File: src/rtl/cpu_types_pkg.sv
// Shared CPU memory-system types: RAM handshake status, data word and the
// memory arbiter state encoding, plus the starvation counter helper.
package cpu_types_pkg;

  typedef logic [31:0] word_t;

  typedef enum logic [1:0] {
    FREE   = 2'd0,
    BUSY   = 2'd1,
    ACCESS = 2'd2,
    ERROR  = 2'd3
  } ramstate_t;

  typedef enum logic [1:0] {
    IDLE   = 2'd0,
    DREAD  = 2'd1,
    DWRITE = 2'd2,
    IREAD  = 2'd3
  } memarb_state_t;

  localparam int STARVE_W = 4;

  function automatic logic [STARVE_W-1:0] sat_inc(input logic [STARVE_W-1:0] v,
                                                  input logic [STARVE_W-1:0] lim);
    return (v >= lim) ? lim : v + 1'b1;
  endfunction

endpackage

File: src/rtl/mem_arbiter.sv
// Arbitrates the single-ported RAM between dcache (priority) and icache, with a
// starvation guard that forces an icache grant after IWAIT_MAX dcache grants.
module mem_arbiter
  import cpu_types_pkg::*;
#(
  parameter int unsigned IWAIT_MAX = 4
) (
  input  logic      CLK,
  input  logic      nRST,
  input  logic      dREN,
  input  logic      dWEN,
  input  word_t     daddr,
  input  word_t     dstore,
  input  logic      iREN,
  input  word_t     iaddr,
  output logic      dwait,
  output logic      iwait,
  output word_t     dload,
  output word_t     iload,
  output logic      ramREN,
  output logic      ramWEN,
  output word_t     ramaddr,
  output word_t     ramstore,
  input  word_t     ramload,
  input  ramstate_t ramstate
);

  localparam logic [STARVE_W-1:0] IWAIT_LIM = STARVE_W'(IWAIT_MAX);

  memarb_state_t        state_q, state_d;
  logic [STARVE_W-1:0]  starve_q, starve_d;

  always_ff @(posedge CLK) begin
    if (!nRST) begin
      state_q  <= IDLE;
      starve_q <= '0;
    end else begin
      state_q  <= state_d;
      starve_q <= starve_d;
    end
  end

  always_comb begin
    state_d  = state_q;
    starve_d = starve_q;
    dwait    = 1'b1;
    iwait    = 1'b1;
    dload    = '0;
    iload    = '0;
    ramREN   = 1'b0;
    ramWEN   = 1'b0;
    ramaddr  = '0;
    ramstore = '0;

    case (state_q)
      IDLE: begin
        if (iREN && starve_q == IWAIT_LIM) state_d = IREAD;
        else if (dWEN)                     state_d = DWRITE;
        else if (dREN)                     state_d = DREAD;
        else if (iREN)                     state_d = IREAD;
      end
      DREAD: begin
        ramREN  = 1'b1;
        ramaddr = daddr;
        if (!dREN) begin
          state_d = IDLE;
        end else if (ramstate == ACCESS) begin
          dwait   = 1'b0;
          dload   = ramload;
          state_d = IDLE;
        end
      end
      DWRITE: begin
        ramWEN   = 1'b1;
        ramaddr  = daddr;
        ramstore = dstore;
        if (!dWEN) begin
          state_d = IDLE;
        end else if (ramstate == ACCESS) begin
          dwait   = 1'b0;
          state_d = IDLE;
        end
      end
      IREAD: begin
        ramREN  = 1'b1;
        ramaddr = iaddr;
        if (!iREN) begin
          state_d = IDLE;
        end else if (ramstate == ACCESS) begin
          iwait   = 1'b0;
          iload   = ramload;
          state_d = IDLE;
        end
      end
      default: state_d = IDLE;
    endcase

    // Count only dcache grants that overtook a waiting icache request.
    if (!iREN) begin
      starve_d = '0;
    end else if (state_q == IDLE) begin
      if (state_d == IREAD)
        starve_d = '0;
      else if (state_d == DREAD || state_d == DWRITE)
        starve_d = sat_inc(starve_q, IWAIT_LIM);
    end
  end

endmodule

File: config.mk
export PLATFORM = sky130hd
export DESIGN_NAME = mem_arbiter
export DESIGN_NICKNAME = d
export VERILOG_FILES = /design/src/rtl/cpu_types_pkg.sv /design/src/rtl/mem_arbiter.sv
export SDC_FILE = /design/constraint.sdc
export NUM_CORES = 1
export LEC_CHECK = 0
export CAP_MARGIN = 20
export CORE_AREA = 2 2 104 106
export CTS_CLUSTER_SIZE = 20
export DETAILED_ROUTE_END_ITERATION = 6
export DIE_AREA = 0 0 106 108
export MAX_ROUTING_LAYER = met4
export SYNTH_ARGS = -nofsm -noshare
export SYNTH_HDL_FRONTEND = slang
export SYNTH_SLANG_ARGS = --single-unit
File: constraint.sdc
create_clock -name CLK -period 2 [get_ports CLK]
set_input_delay 0.2 -clock CLK [delete_from_list [all_inputs] [get_ports CLK]]
set_output_delay 0.2 -clock CLK [all_outputs]
set_load 0.02 [all_outputs]
# Word-level counts from Yosys, hierarchy flattened
# Cells that the tools add are included.
word_totals:
  reg_bits: 6
  out_inout_bits: 132
  elab_cells: 47
classes:
  addsub: 1
  order_cmp: 1
  n_eq_ne: 8
  mux: 27
  n_reduce_logical: 8
op_table:
  columns: ["cell", "count"]
  rows:
  - ["$mux 32", 6]
  - ["$pmux 32 s2", 1]
  - ["$mux 2", 8]
  - ["$mux 4", 3]
  - ["$eq 2x2->1 const B", 5]
  - ["$pmux 2 s4", 1]
  - ["$mux 1", 7]
  - ["$add 4x1->4 const B", 1]
  - ["$eq 2x1->1 const B", 2]
  - ["$eq 4x3->1 const B", 1]
  - ["$ge 4x3->1 const B", 1]
  - ["$reduce_and 2->1", 2]
  - ["$reduce_or 2->1", 2]
  - ["$logic_not 2->1", 1]
  - ["$pmux 1 s2", 1]
  - ["$reduce_bool 2->1", 1]
  - ["$logic_and 1x1->1", 1]
  - ["$logic_or 1x1->1", 1]

# Logic depth before layout (Yosys ltp)
# Gate-level depths: netlist (run 1).
depth:
  depth_word: 9
  ltp_mapped: 7
  mapped_depth_nobuf: 7

# Worst setup path after synthesis (run 1)
# OpenSTA, ideal clock, no wires.
synth_timing:
  path_kind: "flip-flop to flip-flop"
  start: "register state_q[0]"
  end: "register starve_q[0]"
  setup_time_ps: 84
  arrival_time_ps: 1943
  required_time_ps: 1916
  path_slack_ps: -27
  path_stages_with_launch: 8
  n_path_buf: 0
  path_cell_list: "dfxtp_1 inv_1 ha_1 a222oi_1 nor3_1 a221o_1 xor2_1 o31ai_2"
synth_via:
  elab_chain_len: 9
  word_cells_on_any_way: 20
synth_lines:
  columns: ["item", "line_no", "rtl"]
  rows:
  - ["start, declared", "mem_arbiter.sv:30", "memarb_state_t state_q, state_d;"]
  - ["start signal, assigned", "mem_arbiter.sv:38", "state_q <= state_d;"]
  - ["$mux 2", "mem_arbiter.sv:60", "else if (iREN) state_d = IREAD;"]
  - ["$mux 2", "mem_arbiter.sv:59", "else if (dREN) state_d = DREAD;"]
  - ["$mux 2", "mem_arbiter.sv:58", "else if (dWEN) state_d = DWRITE;"]
  - ["$mux 2", "mem_arbiter.sv:57", "if (iREN && starve_q == IWAIT_LIM) state_d = IREAD;"]
  - ["$pmux 2 s4", "mem_arbiter.sv:55", "case (state_q)"]
  - ["$eq 2x1->1 / $eq 2x2->1 (equally long branches)", "mem_arbiter.sv:104", "else if (state_d == DREAD || state_d == DWRITE)"]
  - ["$logic_or 1x1->1", "mem_arbiter.sv:104", null]
  - ["$reduce_bool 2->1 (no source line)", null, null]
  - ["$reduce_and 2->1 (no source line)", null, null]
  - ["end signal, assigned", "mem_arbiter.sv:39", "starve_q <= starve_d;"]
  - ["end, declared", "mem_arbiter.sv:31", "logic [STARVE_W-1:0] starve_q, starve_d;"]
# Parallel ways exist; a longest one is shown, timed or not.
# A chain may end at the register's enable or synchronous reset.

# Worst setup path after layout (run 1)
layout_timing:
  start: "register state_q[1]"
  end: "output port ramaddr[12]"
layout_via:
  elab_chain_len: 3
  word_cells_on_any_way: 5
layout_lines:
  columns: ["item", "line_no", "rtl"]
  rows:
  - ["$eq 2x2->1 / $eq 2x1->1 (equally long branches)", "mem_arbiter.sv:55", null]
  - ["$reduce_or 2->1 (no source line)", null, null]
  - ["$pmux 32 s2 (*)", "mem_arbiter.sv:55", null]
  - ["end, declared", "mem_arbiter.sv:22", "output word_t ramaddr,"]
# Every way passes the cells marked *; elsewhere a longest branch is shown, timed or not.

==> results_dict.tcl, run 1 <==
set metrics [dict create \
    yosysWarnings 0 \
    synth-async-reset-ratio 0 \
    place_area_mm2 0.00449 \
    fillerInstances 1038 \
    pwr_density_cell_mw_per_mm2 271 \
    synth_compound_area_frac 0.224 \
    p_leak_nw 2.13 \
    worstSetupPathType "flop to output port" \
    synth-adder-area-share 0.0575 \
    worstSetupStartpointType "flop" \
    slowest_stage "ha_2" \
    hold_path.class "flop to flop" \
    min_period_ns 1.95 \
    wl_per_cell_um 17.1 \
    setup_viol 0 \
    synth_top_area_frac 0.390 \
    grt_max_degree 36 \
    dieArea_mm2 0.0114 \
    portBuffers 266 \
    cts.path.max_buffers 2 \
    syn_area_per_cell_um2 6.38 \
    final_cell_area_mm2 0.00454 \
    layout_common_cells "clkdlybuf4s50_1, and2_1, dlygate4sd2_1, nor2_1, a22oi_1" \
    critPathMaxStageDelay_ns 0.38 \
    cp-end-kind "output port" \
    crit_fanout 16 \
    required_ns 1.80 \
    synthMuxAreaShare 0 \
    fp.coreArea_mm2 0.0102 \
    synth_edf_count 0 \
    fin_crit_sh 0.977 \
    timing.fmax_mhz 512 \
    slew_violations 0 \
    synthFlopType "dfxtp_1" \
    antennaDiodeCount 0 \
    synth_xor_area_frac 0.00575 \
    gr-total-overflow 0 \
    syn_area_mm2 0.00152 \
    routed_wl_mm 11.1 \
    clock_latency_ns 0.23 \
    dr.pass1.iters 4 \
    drtIter0Drc 137 \
    holdBufCountCts 0 \
    synthCells 239 \
    fp.dieW_um 106 \
    synth_seq_cells 6 \
    clock-sinks 6 \
    cts-root-buf "clkbuf_8" \
    synthSimpleGateAreaFrac 0.562 \
    cts_tree "yes" \
    fin_hold_ws_ns 0.514 \
    fin_util 0.444 \
    route.vias.total 2754 \
    relSlewSlack 0.772 \
    peakVddDrop_mv 0.264 \
    yosysSeqAreaShare 0.0788 \
    path_cells "inv_2, ha_2, clkbuf_16, a22oi_1, nor2_1, dlygate4sd2_1" \
    grt_pass1_vias 2695 \
    die_h_um 108 \
    status "finished, final reports clean" \
    finalSetupTns_ns 0 \
    place_congestion 0.830 \
    hold_violations 0 \
    synth.top_cells.by_area "and2_1, a22oi_1, nor2_1" \
    fin_worst_skew_ns 0.00112 \
    drc 0 \
    yosys.cell_types.count 31 \
    hpwl_mm 9.08 \
    rsz0062_at_grt "yes" \
    nNetsFinal 656 \
    ant_nets 0 \
    cts_buffers 3 \
    start_util 0.149 \
    grt_first_pass_wirelength_mm 15.7 \
    cts.htree.levels 1 \
    syn_nets 381 \
    synth_top_area_cell "and2_1" \
    drv_cap 0 \
    antenna_found_initial 0 \
    final_common_cell "clkdlybuf4s50_1" \
    clkSlewWorstSetupHoldPaths_ns 0.04 \
    num_rows 37 \
    avgViaCountPerCell 4.25 \
    synth_top_family_by_area "simple AND/OR/NAND/NOR gates" \
    tightest_slew_ns 0.342 \
    finalPower_mw 1.23 \
    area_growth_pct 198 \
    pin_count 267 \
    grt_util_all_layers 0.179 \
    layout-drive-gt1-share 0.141 \
    arrival_ns 1.75 \
]
-- report_power, final --
group | internal [mW] | switching [mW] | total [mW]
sequential | 0.126 | 0.00904 | 0.135
clock | 0.130 | 0.0566 | 0.186
combinational | 0.497 | 0.414 | 0.911
-- cells by family (layout without fill, tap and decap cells) --
kind of cell | count (synthesis) | in the layout
adders and majority gates | 7 | 7
xor gates and xnor gates | 1 | 1
and+or+nand+nor | 154 | 154
buffers and inverters | 27 | 300
AOI/OAI and AO/OA | 44 | 44
DFF | 6 | 6
-- per-layer routing --
metal	wire length (um)	vias to the layer above	track usage
met2	5830	117	0.329
met1	4340	1281	0.202
li1	-	1343	-
met4	277	0	0.0508
met5	0	-	-
met3	653	13	0.0265
-- Yosys cell counts (2+ instances only) --
cell	instances
and2_1	95
nor2_1	39
a22oi_1	32
clkbuf_1	20
ha_1	7
dfxtp_1	6
inv_1	6
nand2b_1	4
nand2_1	3
nand3_1	3
nor2b_1	2
nor3_1	2
o21ai_0	2
-- path summary, 6_finish.rpt --
kind,startpoint,to,slack [ns],depth (start not counted)
setup reg to reg,state_q[1],starve_q[0],0.06,8
hold / removal,starve_q[0],starve_q[0],0.51,1
setup / recovery,state_q[1],ramaddr[12],0.05,6
hold reg to reg,starve_q[0],starve_q[0],0.51,1
-- timing repair --
item                       in CTS  in global routing
gates resized for setup       179                 56
setup buffers                   0                  2
setup endpoints to repair     133                 99
pin swaps                       0                  5
gates cloned                    0                  1
-- stage by stage --
| step | instances | setup slack [ns] |
|---|---|---|
| floorplan | 239 | 0.0693 |
| global placement | 642 | -0.171 |
| detailed placement | 642 | -0.207 |
| CTS | 645 | 0.00412 |
| global route | 648 | -0.0430 |
| finish | 648 | 0.0461 |
-- final cells by class --
cell class              count  area [um2]  area share
repair buffers            291        2820       0.621
inverters                   6        22.5     0.00496
well taps                 136         170      0.0375
clock buffers               3        41.3     0.00909
flip-flops and latches      6         128      0.0281
multi-input cells         206        1360       0.300
-- flip-flops by register name, indices dropped and copies added (netlist names) --
signal and cells:
starve_q 4, state_q 2
-- critical path: cells and delay by family (launching register included) --
| family | cells | cell delay (ns) |
|---|---|---|
| and+or+nand+nor | 1 | 0.09 |
| adders and majority gates | 1 | 0.38 |
| AOI/OAI and AO/OA | 1 | 0.07 |
| buffers and inverters | 3 | 0.60 |
| DFF | 1 | 0.37 |
(Power assumes the default switching activity.)
==> run 2, diff against run 1 <==
--- a/config.mk
+++ b/config.mk
@@ -10,6 +10,7 @@
 export CTS_CLUSTER_SIZE = 20
 export DETAILED_ROUTE_END_ITERATION = 6
 export DIE_AREA = 0 0 106 108
+export GPL_TIMING_DRIVEN = 1
 export MAX_ROUTING_LAYER = met4
 export SYNTH_ARGS = -nofsm -noshare
 export SYNTH_HDL_FRONTEND = slang
==> results of run 2 <==
Same layout as run 1: the final DEF is identical, and so are final timing and power.
